[config.mk]
export PLATFORM = sky130hd
export DESIGN_NAME = pipelined_rca
export DESIGN_NICKNAME = d
export VERILOG_FILES = /design/src/rtl/pipelined_rca.sv
export SDC_FILE = /design/constraint.sdc
export NUM_CORES = 1
export LEC_CHECK = 0
export ABC_CLOCK_PERIOD_IN_PS = 2800
export BUFFER_PORTS_ARGS = -buffer_cell sky130_fd_sc_hd__clkbuf_2
export CAP_MARGIN = 20
export CORE_AREA = 2 2 102 104
export CTS_BUF_LIST = sky130_fd_sc_hd__clkbuf_8 sky130_fd_sc_hd__clkbuf_16
export CTS_CLUSTER_SIZE = 12
export DETAILED_ROUTE_END_ITERATION = 10
export DIE_AREA = 0 0 104 106
export PLACE_DENSITY = 0.69
export SETUP_SLACK_MARGIN = 0.3
export SYNTH_ARGS = -nofsm -noshare
export SYNTH_HDL_FRONTEND = slang
export SYNTH_SLANG_ARGS = --single-unit
export TNS_END_PERCENT = 1
[constraint.sdc]
create_clock -name clk -period 2.8 [get_ports clk]
set_clock_uncertainty 0.15 [all_clocks]
set_input_delay 0.14 -clock clk [delete_from_list [all_inputs] [get_ports clk]]
set_output_delay 0.14 -clock clk [all_outputs]
set_load 0.005 [all_outputs]
[src/rtl/pipelined_rca.sv]
// Pipelined ripple-carry adder/subtractor: each stage ripples one CHUNK-bit slice and
// registers its carry into the next stage, with valid/ready handshake and full backpressure.
module pipelined_rca #(
  parameter int WIDTH = 16,
  parameter int CHUNK = 4
) (
  input  logic             clk,
  input  logic             rst,
  input  logic             in_valid,
  output logic             in_ready,
  input  logic [WIDTH-1:0] a,
  input  logic [WIDTH-1:0] b,
  input  logic             cin,
  input  logic             sub,
  output logic             out_valid,
  input  logic             out_ready,
  output logic [WIDTH-1:0] sum,
  output logic             cout,
  output logic             ovf
);

  localparam int STAGES = WIDTH / CHUNK;
  localparam int LAST   = STAGES - 1;

  if (CHUNK < 1 || WIDTH < CHUNK || (WIDTH % CHUNK) != 0) begin : g_param_check
    $error("pipelined_rca: WIDTH must be a non-zero multiple of CHUNK");
  end

  logic              adv;
  logic [STAGES-1:0] v_r;
  logic [STAGES-1:0] c_r;
  logic [WIDTH-1:0]  a_r [STAGES];
  logic [WIDTH-1:0]  b_r [STAGES];
  logic [WIDTH-1:0]  s_r [STAGES];

  // Per-stage inputs: stage 0 sees the port operands, stage k sees stage k-1's registers.
  logic [WIDTH-1:0]  src_a [STAGES];
  logic [WIDTH-1:0]  src_b [STAGES];
  logic [WIDTH-1:0]  src_s [STAGES];
  logic [STAGES-1:0] src_c;
  logic [WIDTH-1:0]  nxt_s [STAGES];
  logic [STAGES-1:0] nxt_c;
  logic [CHUNK:0]    part  [STAGES];

  assign adv      = ~out_valid | out_ready;
  assign in_ready = adv;

  always_comb begin
    src_a[0] = a;
    src_b[0] = sub ? ~b : b;
    src_s[0] = '0;
    src_c    = '0;
    src_c[0] = sub | cin;
    for (int unsigned k = 1; k < STAGES; k++) begin
      src_a[k] = a_r[k-1];
      src_b[k] = b_r[k-1];
      src_s[k] = s_r[k-1];
      src_c[k] = c_r[k-1];
    end
    nxt_c = '0;
    for (int unsigned k = 0; k < STAGES; k++) begin
      part[k]  = {1'b0, src_a[k][k*CHUNK +: CHUNK]}
               + {1'b0, src_b[k][k*CHUNK +: CHUNK]}
               + (CHUNK+1)'(src_c[k]);
      nxt_s[k] = src_s[k];
      nxt_s[k][k*CHUNK +: CHUNK] = part[k][CHUNK-1:0];
      nxt_c[k] = part[k][CHUNK];
    end
  end

  always_ff @(posedge clk or posedge rst) begin
    if (rst) begin
      v_r <= '0;
      c_r <= '0;
      for (int unsigned k = 0; k < STAGES; k++) begin
        a_r[k] <= '0;
        b_r[k] <= '0;
        s_r[k] <= '0;
      end
    end else if (adv) begin
      v_r[0] <= in_valid;
      for (int unsigned k = 1; k < STAGES; k++) begin
        v_r[k] <= v_r[k-1];
      end
      c_r <= nxt_c;
      for (int unsigned k = 0; k < STAGES; k++) begin
        a_r[k] <= src_a[k];
        b_r[k] <= src_b[k];
        s_r[k] <= nxt_s[k];
      end
    end
  end

  assign out_valid = v_r[LAST];
  assign sum       = s_r[LAST];
  assign cout      = c_r[LAST];
  // Carry into the MSB is recovered from the registered MSB operands and sum bit.
  assign ovf       = a_r[LAST][WIDTH-1] ^ b_r[LAST][WIDTH-1] ^ s_r[LAST][WIDTH-1] ^ c_r[LAST];

endmodule

== After elaboration in Yosys (flattened, before gate mapping) ==
Index checks and enable logic that the tools add are counted.

* Add/sub/neg operators: 8
* Muxes and demuxes: 1
* Bitwise logic cells: 7

{| class="wikitable"
|+ Operators with widths
! operator !! number
|-
| 4-bit by 4-bit adder with 5-bit output || 4
|-
| 5-bit by 1-bit adder with 5-bit output || 4
|-
| 16-bit two-way mux || 1
|-
| 16-bit NOT || 1
|-
| 1-bit bitwise XOR || 3
|-
| 1-bit OR || 2
|-
| 1-bit NOT || 1
|}

* Logic and storage cells: 30
* Register bits after elaboration: 176
* Output and inout port bits: 20
* Input bits: 38

== Depth between registers and ports, before layout ==
Gate-level depths: netlist of the first run.

* Depth after elaboration: 4
* Mapped depth: 8
* Gate-level depth less buffers: 6

== Worst setup path after synthesis of the first run ==
OpenSTA, ideal clock, no wires.

* Path type: input-to-reg
* Start point: in sub
* End point: reg c_r[0]
* Path slack: 0.538 ns
* Required time: 2.517 ns
* Setup time: 0.133 ns
* Stages: 8
* Buffers on the path: 2
* Arrival time: 1.979 ns
* Cell sequence: buf_4 buf_6 or2_2 fa_1 fa_1 a21o_1 a211oi_1 a21oi_1

* Longest elaborated chain between the ends: 3
* Elaborated cells between the ends (all ways): 4
* Classes of those cells: add/sub: 2; mux: 1; bitwise: 1

{| class="wikitable"
|+ Ends and longest elaborated chain
! item !! line !! RTL
|-
| from (decl) || 14 || <nowiki>input logic sub,</nowiki>
|-
| 16-bit two-way mux || 50 || <nowiki>src_b[0] = sub ? ~b : b;</nowiki>
|-
| 4-bit by 4-bit adder with 5-bit output || 63 || <nowiki>+ {1'b0, src_b[k][k*CHUNK +: CHUNK]}</nowiki>
|-
| 5-bit by 1-bit adder with 5-bit output * || 64 || <nowiki>+ (CHUNK+1)'(src_c[k]);</nowiki>
|-
| to (signal assigned) || 85 || <nowiki>c_r <= nxt_c;</nowiki>
|-
| to (decl) || 31 || <nowiki>logic [STAGES-1:0] c_r;</nowiki>
|}

Mark *: on every way between the ends. The rest lies on a longest branch, timed or not.
A chain may end at the register's enable or synchronous reset.

== Worst setup path after layout of the first run ==
* Start point: reg v_r[3]
* End point: out in_ready

* Longest elaborated chain between the ends: 2

{| class="wikitable"
|+ Ends and longest elaborated chain
! item !! line !! RTL
|-
| from (decl) || 30 || <nowiki>logic [STAGES-1:0] v_r;</nowiki>
|-
| from (signal, indexed assignment) || 83 || <nowiki>v_r[k] <= v_r[k-1];</nowiki>
|-
| 1-bit NOT || 45 || <nowiki>assign adv = ~out_valid | out_ready;</nowiki>
|-
| 1-bit OR || 45 ||
|-
| to (decl) || 10 || <nowiki>output logic in_ready,</nowiki>
|}

No other way between the ends.

==> results of run 1 <==
==> layer usage <==
| metal | vias up | global-route usage, % | routed length [um] |
|---|---|---|---|
| li1 | 1584 | - | - |
| met1 | 1435 | 18.3 | 3570 |
| met2 | 37 | 25.0 | 3470 |
| met3 | 8 | 3.80 | 288 |
| met4 | 0 | 6.37 | 119 |
| met5 | - | 0 | 0 |
==> power groups by stage <==
stage	combinational, W	clock (W)	sequential [W]
CTS	0.00186	0.000976	0.00240
finish	0.00182	0.000951	0.00240
global placement	0.00175	0	0.00241
floorplan	0.00142	0	0.00236
detailed placement	0.00182	0	0.00243
global route	0.00214	0.00103	0.00249
==> cell type report <==
class	count	share of cell area, %
multi-input cells	328	32.8
clock buffers	12	3.17
inverters	12	0.938
clock inverters	4	0.962
repair buffers	90	11.7
well taps	136	3.27
flip-flops and latches	98	47.1
==> tightest hold or removal path: cells and delay by family <==
kind / cells / cell delay, ns
adder cells (fa/ha/maj): 1 / 0.16
buffers and inverters: 1 / 0.10
AND/OR/NAND/NOR: 2 / 0.10
==> sequential cells by signal, summed over array words and instances, names as in the netlist <==
name and flops:
b_r 25, nxt_s 24, a_r 25, sum 16
c_r 4, v_r 4
==> cell usage after synthesis (all sizes together) <==
cell type	number
nand2	222
dfrtp	98
o21ai	27
buf	22
xnor2	14
ha	12
inv	12
a21oi	11
xor2	10
fa	8
nor2	8
a21o	5
nor2b	4
clkbuf	2
o21a	2
a211oi	1
nand2b	1
nor3	1
o31ai	1
or2	1
==> path summary, 6_finish.rpt <==
path | endpoint | cells past startpoint | slack, ns | from
max in group asynchronous | sum[13] | 4 | 1.80 | rst
max | in_ready | 4 | 0.76 | v_r[3]
min | nxt_s[32] | 4 | 0.02 | a[0]
min reg2reg | nxt_s[17] | 2 | 0.32 | nxt_s[33]
min in group asynchronous | b_r[54] | 4 | 0.31 | rst
max reg2reg | c_r[3] | 5 | 0.81 | c_r[2]
==> metrics by stage <==
stage | hold slack [ns] | area, um2 | utilization (%)
floorplan | 0.102 | 4380 | -
global placement | 0.165 | 4730 | 47.3
detailed placement | 0.174 | 4730 | 47.3
CTS | 0.00471 | 5200 | 52.0
global route | 0.0549 | 5200 | 52.0
finish | 0.0179 | 5200 | 52.0
==> kinds of logic (layout without fill, tap and decap cells) <==
logic type | count (synthesis) | in the layout | synth area share, %
buffers and inverters | 36 | 118 | 4.95
DFF | 98 | 98 | 56.0
AOI/OAI and AO/OA | 47 | 47 | 6.23
and+or+nand+nor | 237 | 237 | 20.9
xor gates and xnor gates | 24 | 24 | 4.80
adders and majority gates | 20 | 20 | 7.09
==> impl_metrics.py, run 1 <==
metrics = {
    "status": {
        "outcome": "finished clean",
    },
    "setup_path": {
        "critical_path.endpoint_type": "output pin",
        "critPathBufInv": 3,
        "crit_family": "buffers and inverters",
        "worstPathCellList": "nor2b_4 > inv_2 > buf_4 > clkbuf_2",
        "cpPeakStageDelay_ns": 0.41,
        "crit_path_max_fanout": 34,
        "required_ns": 2.51,
        "slowest_stage": "sky130_fd_sc_hd__inv_2",
        "cp-start-kind": "flip-flop",
        "crit_type": "reg -> out",
        "cp_data_arrival_time_ns": 1.75,
    },
    "timing": {
        "setup_ws_ns": 0.761,
        "finalCritPeriodShare_pct": 72.8,
        "min_period_ns": 2.04,
        "setup_viol": 0,
        "fin_setup_tns_ns": 0,
        "worstMarginPinSlew_ns": 0.950,
        "finalHoldViolCount": 0,
        "max_transition_margin_pct": 36.7,
        "max_clock_freq_mhz": 491,
        "report.final.slew_viol_count": 0,
        "rsz_0062_raised_after_global_routing": "false",
    },
    "clocking": {
        "hold_buffers": 26,
        "clk_pin_slew_worst_paths_ns": 0.09,
        "clk_latency_ns": 0.36,
        "clock_tree.htree_level_count": 3,
        "cts.repair.resized": 0,
        "tritoncts": "built",
        "post_cts_buffers": 0,
        "root_buffer": "sky130_fd_sc_hd__clkbuf_8",
        "cts.sink_count": 98,
        "cts-root-to-sink-buffers": 2,
        "cts_buffers": 9,
    },
    "route": {
        "route.vias.total": 3064,
        "wl_um": 7450,
        "drt_via_density": 4.51,
        "initialDrtViolationCount": 153,
        "drt_first_pass_iters": 4,
        "ant_nets": 0,
        "post-route-drc-count": 0,
        "routed_wire_length_per_instance_um": 10.9,
    },
    "synth": {
        "synthesis.yosys.warnings": 0,
        "synth_area_mm2": 0.00438,
        "netlist-cell-type-count": 26,
        "synth_nets": 520,
        "synth-seq-area-share_pct": 56.0,
        "postSynthCellCount": 462,
        "leading_area_contributor_after_synthesis": "sky130_fd_sc_hd__dfrtp_1",
        "synth.area.top_cells": "sky130_fd_sc_hd__dfrtp_1 (56%), sky130_fd_sc_hd__nand2_1 (19%), sky130_fd_sc_hd__fa_1 (3.7%), sky130_fd_sc_hd__ha_1 (3.4%), sky130_fd_sc_hd__xnor2_1 (2.8%)",
        "synth_seq_cells": 98,
        "postSynthAreaPerCell_um2": 9.47,
        "synthDominantCellAreaShare_pct": 56.0,
    },
    "layout": {
        "multi_input_comb_area_mm2": 0.00171,
        "layout.area.seq_mm2": 0.00245,
        "antenna-diode-count": 0,
        "final_nets": 597,
        "final_cells": 680,
        "flow.area_growth_from_synthesis_pct": 18.9,
        "final_layout_size_suffix_gt1_share_pct": 16.0,
        "most_frequent_standard_cell_in_the_layout_excluding_fill_and_tap_cells": "sky130_fd_sc_hd__nand2_1",
        "most-common-layout-cells": "sky130_fd_sc_hd__nand2_1 (222), sky130_fd_sc_hd__dfrtp_1 (98), sky130_fd_sc_hd__clkbuf_2 (57), sky130_fd_sc_hd__dlygate4sd3_1 (26), sky130_fd_sc_hd__o21ai_0 (21)",
        "layout.filler_cells": 958,
    },
    "power": {
        "power.switching_fraction_pct": 35.2,
        "power.share.clock_pct": 18.4,
        "power_frac_seq_pct": 46.4,
        "intPower_w": 0.00335,
        "totalPowerFinal_w": 0.00517,
        "relative_contribution_of_combinational_cells_to_total_power_pct": 35.2,
        "net-switching-power_w": 0.00182,
        "irDropWorstVdd_v": 0.000370,
        "p_leak_nw": 2.70,
        "power.density_mw_per_mm2": 993,
    },
    "global_routing": {
        "track_usage_pct": 14.8,
        "first_global_vias": 3019,
        "grt_first_pass_wirelength_um": 13300,
        "antenna_violations_before_repair": 0,
        "global_route.overflow_total": 0,
        "maximum_number_of_pins_on_one_net_before_global_route_repair": 105,
    },
    "placement": {
        "final_weighted_congestion_of_routability_driven_global_placement": 0.777,
        "preCtsSetupSlack_ns": 0.607,
        "placed_cells_incl_taps": 638,
        "place.detailed.hpwl_um": 4900,
        "port_buffers": 57,
    },
    "die": {
        "die_area_mm2": 0.0110,
        "placementRows": 37,
        "top_level_ports": 58,
        "core_mm2": 0.0100,
        "die_w_um": 104,
        "die_h_um": 106,
        "start_util_pct": 43.8,
    },
    "worst_hold_path": {
        "worst_hold_class": "in -> reg",
    },
    "run": {
        "cap_violations": 0,
    },
}
(Power assumes the default switching activity.)
==> inputs of run 2 (changes only) <==
Settings changed: ABC_CLOCK_PERIOD_IN_PS 2800 to 1700.
Clock period 2.8 ns to 1.7 ns, I/O delays scaled along.
==> impl_metrics.py, run 2 (synthesis results as in run 1) <==
metrics = {
    "status": {
        "outcome": "finished with violations",
        "failed_checks": "negative setup slack",
    },
    "layout": {
        "final_layout_size_suffix_gt1_share_pct": 21.5,
        "final_design_area_no_fill_mm2": 0.00543,
        "most_frequent_standard_cell_in_the_layout_excluding_fill_and_tap_cells": "sky130_fd_sc_hd__nand2_1",
        "final_cells": 693,
        "most-common-layout-cells": "sky130_fd_sc_hd__nand2_1 (222), sky130_fd_sc_hd__dfrtp_1 (98), sky130_fd_sc_hd__clkbuf_2 (55), sky130_fd_sc_hd__dlygate4sd3_1 (27), sky130_fd_sc_hd__o21ai_0 (15)",
        "final_nets": 610,
        "layout.filler_cells": 961,
        "flow.area_growth_from_synthesis_pct": 24.1,
        "antenna-diode-count": 0,
    },
    "timing": {
        "worstMarginPinSlew_ns": 0.532,
        "setup_ws_ns": -0.168,
        "finalHoldViolCount": 0,
        "min_period_ns": 1.87,
        "max_clock_freq_mhz": 535,
        "fin_setup_tns_ns": -0.306,
        "rsz_0062_raised_after_global_routing": "true",
        "setup_viol": 3,
        "finalCritPeriodShare_pct": 110,
        "max_transition_margin_pct": 64.5,
        "hold-worst-slack_ns": 0.00720,
        "report.final.slew_viol_count": 0,
    },
    "route": {
        "ant_nets": 0,
        "wl_um": 7980,
        "initialDrtViolationCount": 217,
        "routed_wire_length_per_instance_um": 11.5,
        "post-route-drc-count": 0,
        "route.vias.total": 3158,
        "drt_via_density": 4.56,
        "drt_first_pass_iters": 4,
    },
    "placement": {
        "final_weighted_congestion_of_routability_driven_global_placement": 0.803,
        "placed_cells_incl_taps": 648,
        "port_buffers": 57,
        "place.detailed.hpwl_um": 5320,
        "placedInstanceArea_mm2": 0.00483,
    },
    "global_routing": {
        "first_global_vias": 3251,
        "maximum_number_of_pins_on_one_net_before_global_route_repair": 99,
        "track_usage_pct": 16.1,
        "global_route.overflow_total": 0,
        "antenna_violations_before_repair": 0,
        "grt_first_pass_wirelength_um": 14400,
    },
    "setup_path": {
        "required_ns": 1.81,
        "r2r_setup_slk_ns": -0.17,
        "crit_family": "adder cells",
        "critical_path.endpoint_type": "flip-flop",
        "cp_data_arrival_time_ns": 1.97,
        "cp-start-kind": "flip-flop",
        "cpPeakStageDelay_ns": 0.42,
        "worstPathCellList": "fa_2 > fa_2 > a21o_1 > a21oi_2 > a21oi_2",
        "slowest_stage": "sky130_fd_sc_hd__dfrtp_1",
        "crit_path_max_fanout": 2,
        "crit_type": "reg -> reg",
        "critPathBufInv": 0,
    },
    "die": {
        "top_level_ports": 58,
        "die_area_mm2": 0.0110,
        "core_mm2": 0.0100,
        "start_util_pct": 43.8,
        "die_h_um": 106,
        "placementRows": 37,
        "die_w_um": 104,
    },
    "clocking": {
        "root_buffer": "sky130_fd_sc_hd__clkbuf_8",
        "tritoncts": "built",
        "clock_tree.htree_level_count": 3,
        "cts.sink_count": 98,
        "clk_pin_slew_worst_paths_ns": 0.09,
        "clk_latency_ns": 0.37,
        "cts_buffers": 9,
        "cts-root-to-sink-buffers": 2,
    },
    "run": {
        "cap_violations": 0,
    },
    "power": {
        "p_leak_nw": 2.80,
        "irDropWorstVdd_v": 0.000564,
        "power.density_mw_per_mm2": 1660,
    },
    "worst_hold_path": {
        "worst_hold_class": "in -> reg",
    },
}
[run 2: cell types whose count changed in the layout (fill, tap and decap cells not counted), moves of 6 or more]
cell / delta
sky130_fd_sc_hd__o21ai_1: +6
sky130_fd_sc_hd__fa_2: +8
sky130_fd_sc_hd__o21ai_0: -6
sky130_fd_sc_hd__buf_4: +7
sky130_fd_sc_hd__fa_1: -8
[run 2: path summary, 6_finish.rpt]
path / from / to / cells after the start
setup / recovery: c_r[2] / c_r[3] / 5
hold / removal: a[0] / nxt_s[32] / 4
setup reg to reg: c_r[2] / c_r[3] / 5
hold reg to reg: sum[2] / sum[2] / 2
max in group asynchronous: rst / b_r[58] / 4
min in group asynchronous: rst / b_r[55] / 4
[run 2: timing repair]
action / CTS / global route
endpoints found under the setup margin: 20 / 41
pin swaps: 26 / 19
endpoints found under the hold margin: 126 / 0
resized for setup: 31 / 6
hold buffers: 27 / 0
buffers inserted: 2 / 0
[run 2: layout make-up]
class	count	area [um2]	area share (%)
clock buffer	11	151	2.79
clock inverter	5	52.6	0.968
inverter	12	53.8	0.991
multi-input combinational	328	1780	32.8
sequential	98	2450	45.2
tap	136	170	3.13
timing repair buffer	103	771	14.2
[run 2: report_power, final]
part	internal (W)	total [W]	switching, W
Clock	0.000753	0.00152	0.000770
Sequential	0.00337	0.00397	0.000606
Combinational	0.00166	0.00349	0.00184
Total	0.00578	0.00899	0.00321
[run 2: metal layers]
metal / global-route usage (%) / share of wire [%] / vias to the layer above
met5: 0 / 0 / -
li1: - / - / 1609
met1: 19.1 / 45 / 1497
met4: 5.79 / 1.5 / 0
met3: 4.29 / 3.6 / 9
met2: 28.4 / 50 / 43
[run 2: tightest hold or removal path, cell delays in order]
cell	delay (ns)
sky130_fd_sc_hd__clkbuf_2	0.10
sky130_fd_sc_hd__fa_2	0.20
sky130_fd_sc_hd__nand2_1	0.04
sky130_fd_sc_hd__nand2_1	0.05
[run 2: per-stage QoR]
stage	util, %	power, W	worst slack [ns]
2_1_floorplan	-	0.00622	-0.507
3_3_place_gp	48.3	0.00701	-0.371
3_5_place_dp	48.3	0.00719	-0.386
4_1_cts	54.2	0.00900	-0.140
5_1_grt	54.3	0.00984	-0.221
6_report	54.3	0.00899	-0.168
==> inputs of run 3 (changes only) <==
Settings changed: ABC_AREA set to 1.
==> impl_metrics.py, run 3 <==
metrics = {
    "timing": {
        "max_transition_margin_pct": 75.4,
        "setup_ws_ns": -0.0456,
        "worstMarginPinSlew_ns": 0.369,
        "min_period_ns": 1.75,
        "max_clock_freq_mhz": 573,
        "setup_viol": 3,
        "finalCritPeriodShare_pct": 103,
        "rsz_0062_raised_after_global_routing": "true",
        "report.final.slew_viol_count": 0,
        "finalHoldViolCount": 0,
    },
    "setup_path": {
        "critical_path.endpoint_type": "flip-flop",
        "required_ns": 1.79,
        "cp-start-kind": "flip-flop",
        "r2r-end": "c_r[3]",
        "r2r_setup_slk_ns": -0.05,
        "crit_path_max_fanout": 2,
        "ff2ff_path_depth": 6,
        "cp_data_arrival_time_ns": 1.84,
        "crit_reg_reg_startpoint": "a_r[28]",
        "crit_type": "reg -> reg",
    },
    "synth": {
        "synth-seq-area-share_pct": 56.2,
        "synthTopCellsByCount": "sky130_fd_sc_hd__nand2_1 (200), sky130_fd_sc_hd__dfrtp_1 (98), sky130_fd_sc_hd__o21ai_0 (46)",
        "synth_flop_cell": "sky130_fd_sc_hd__dfrtp_1",
        "synthDominantCellAreaShare_pct": 56.2,
        "synthesis.yosys.warnings": 0,
        "postSynthCellCount": 475,
        "synth_area_mm2": 0.00437,
        "postSynthAreaPerCell_um2": 9.19,
        "synth.area.top_cells": "sky130_fd_sc_hd__dfrtp_1 (56%), sky130_fd_sc_hd__nand2_1 (17%), sky130_fd_sc_hd__o21ai_0 (5.3%), sky130_fd_sc_hd__fa_1 (3.7%), sky130_fd_sc_hd__ha_1 (3.4%)",
        "synth_seq_cells": 98,
        "synth_enable_flop_cells": 0,
        "netlist-cell-type-count": 23,
        "yosys.cell_count.top_type": "sky130_fd_sc_hd__nand2_1",
        "postSynth.asyncResetShare_pct": 100,
        "synth_nets": 533,
        "leading_area_contributor_after_synthesis": "sky130_fd_sc_hd__dfrtp_1",
    },
    "clocking": {
        "clk_latency_ns": 0.35,
        "clk_pin_slew_worst_paths_ns": 0.08,
        "cts-root-to-sink-buffers": 2,
        "tritoncts": "built",
        "cts.sink_count": 98,
        "clock_tree.htree_level_count": 3,
        "cts_buffers": 9,
        "root_buffer": "sky130_fd_sc_hd__clkbuf_8",
    },
    "power": {
        "power_frac_seq_pct": 43.8,
        "p_leak_nw": 2.75,
        "irDropWorstVdd_v": 0.000569,
        "totalPowerFinal_w": 0.00900,
        "relative_contribution_of_combinational_cells_to_total_power_pct": 37.1,
        "power.density_mw_per_mm2": 1670,
        "intPower_w": 0.00582,
        "power.share.clock_pct": 19.1,
        "net-switching-power_w": 0.00318,
        "power.switching_fraction_pct": 35.4,
    },
    "worst_hold_path": {
        "worst_hold_class": "in -> reg",
        "min_from": "a[3]",
        "holdPathStages": 4,
        "min_delay_worst_endpoint": "c_r[0]",
    },
    "route": {
        "routed_wire_length_per_instance_um": 11.9,
        "drt_first_pass_iters": 4,
        "initialDrtViolationCount": 170,
        "route.vias.total": 3212,
        "ant_nets": 0,
        "wl_um": 8320,
        "post-route-drc-count": 0,
        "drt_via_density": 4.60,
    },
    "layout": {
        "final_nets": 618,
        "antenna-diode-count": 0,
        "flow.area_growth_from_synthesis_pct": 23.3,
        "final_layout_size_suffix_gt1_share_pct": 19.9,
        "layout.filler_cells": 919,
        "most_frequent_standard_cell_in_the_layout_excluding_fill_and_tap_cells": "sky130_fd_sc_hd__nand2_1",
        "multi_input_comb_area_mm2": 0.00169,
        "most-common-layout-cells": "sky130_fd_sc_hd__nand2_1 (198), sky130_fd_sc_hd__dfrtp_1 (98), sky130_fd_sc_hd__clkbuf_2 (54), sky130_fd_sc_hd__o21ai_0 (39), sky130_fd_sc_hd__dlygate4sd3_1 (26)",
        "layout.area.seq_mm2": 0.00245,
    },
    "global_routing": {
        "grt_first_pass_wirelength_um": 14700,
        "maximum_number_of_pins_on_one_net_before_global_route_repair": 95,
        "track_usage_pct": 16.4,
        "antenna_violations_before_repair": 0,
        "first_global_vias": 3345,
        "global_route.overflow_total": 0,
    },
    "die": {
        "start_util_pct": 43.7,
        "placementRows": 37,
        "die_area_mm2": 0.0110,
        "top_level_ports": 58,
        "core_mm2": 0.0100,
        "die_h_um": 106,
        "die_w_um": 104,
    },
    "placement": {
        "place.detailed.hpwl_um": 5460,
        "port_buffers": 57,
        "preCtsSetupSlack_ns": -0.280,
        "final_weighted_congestion_of_routability_driven_global_placement": 0.855,
    },
    "run": {
        "cap_violations": 0,
    },
    "status": {
        "failed_checks": "negative setup slack",
        "outcome": "finished with violations",
    },
}
[run 3: changes by cell type in the layout (fill, tap and decap cells not counted), moves of 4 or more]
| cell | delta |
|---|---|
| sky130_fd_sc_hd__xor2_1 | -4 |
| sky130_fd_sc_hd__inv_1 | +15 |
| sky130_fd_sc_hd__a21oi_2 | -5 |
| sky130_fd_sc_hd__nand3_1 | +12 |
| sky130_fd_sc_hd__o21ai_0 | +24 |
| sky130_fd_sc_hd__a21o_1 | -5 |
| sky130_fd_sc_hd__nand2_1 | -24 |
| sky130_fd_sc_hd__o21ai_1 | -5 |
| sky130_fd_sc_hd__inv_2 | +7 |
[run 3: layout make-up]
class | count | area share (%)
clock buffer | 10 | 2.56
tap | 136 | 3.16
sequential | 98 | 45.5
inverter | 33 | 2.37
clock inverter | 3 | 1.67
timing repair buffer | 97 | 13.3
multi-input combinational | 321 | 31.4
[run 3: critical path, stage by stage (launching register included)]
cell and delay (ns):
sky130_fd_sc_hd__dfrtp_1 0.41, sky130_fd_sc_hd__fa_2 0.42, sky130_fd_sc_hd__fa_2 0.36, sky130_fd_sc_hd__nand2_2 0.07
sky130_fd_sc_hd__inv_2 0.04, sky130_fd_sc_hd__o21ai_1 0.11, sky130_fd_sc_hd__a21oi_1 0.07
[run 3: worst max-delay path by stage]
stage / startpoint / end / slack [ns] / cells past startpoint
floorplan: sub / c_r[0] / -0.34 / 9
global placement: sub / c_r[0] / -0.21 / 8
detailed placement: sub / c_r[0] / -0.28 / 8
CTS: b_r[28] / sum[14] / -0.06 / 5
global route: a_r[28] / sum[14] / -0.12 / 5
finish: a_r[28] / c_r[3] / -0.05 / 6
[run 3: power by group through the flow]
| stage | Sequential (W) | Combinational [W] | Clock [W] |
|---|---|---|---|
| after floorplan | 0.00386 | 0.00222 | 0 |
| after global placement | 0.00394 | 0.00294 | 0 |
| after detailed placement | 0.00398 | 0.00308 | 0 |
| after CTS | 0.00394 | 0.00323 | 0.00178 |
| after global routing | 0.00408 | 0.00389 | 0.00187 |
| final | 0.00394 | 0.00334 | 0.00172 |
[run 3: cell families after synthesis]
family | synth area share (%)
flops | 56.2
xor+xnor | 3.81
buf+inv | 6.33
simple gates | 19.8
fa+ha+maj | 7.11
compound gates | 6.82
[run 3: metrics by stage]
step	setup TNS [ns]	hold slack, ns	cells	util (%)	instance area, um2
final	-0.0771	0.0141	698	53.9	5390
after global routing	-0.364	0.0184	698	53.9	5390
after CTS	-0.156	0.00390	695	53.3	5330
after detailed placement	-1.15	-0.149	655	48.0	4800
after global placement	-0.725	-0.150	655	48.0	4800
after floorplan	-0.975	0.0446	475	-	4370
[run 3: repair_timing]
| item | CTS | global route |
|---|---|---|
| buffers inserted | 1 | 3 |
| hold buffers | 26 | 0 |
| hold endpoints to repair | 123 | 0 |
| pin swaps | 15 | 14 |
| setup endpoints to repair | 17 | 75 |
| resized for setup | 19 | 15 |
[run 3: routing by layer]
layer  vias to the layer above  global-route usage, %  share of wire (%)
li1                       1638                      -                  -
met2                        60                   28.2                 47
met3                        10                   3.86                3.4
met5                         -                      0                  0
met1                      1504                   20.0                 47
met4                         0                   6.37                1.7
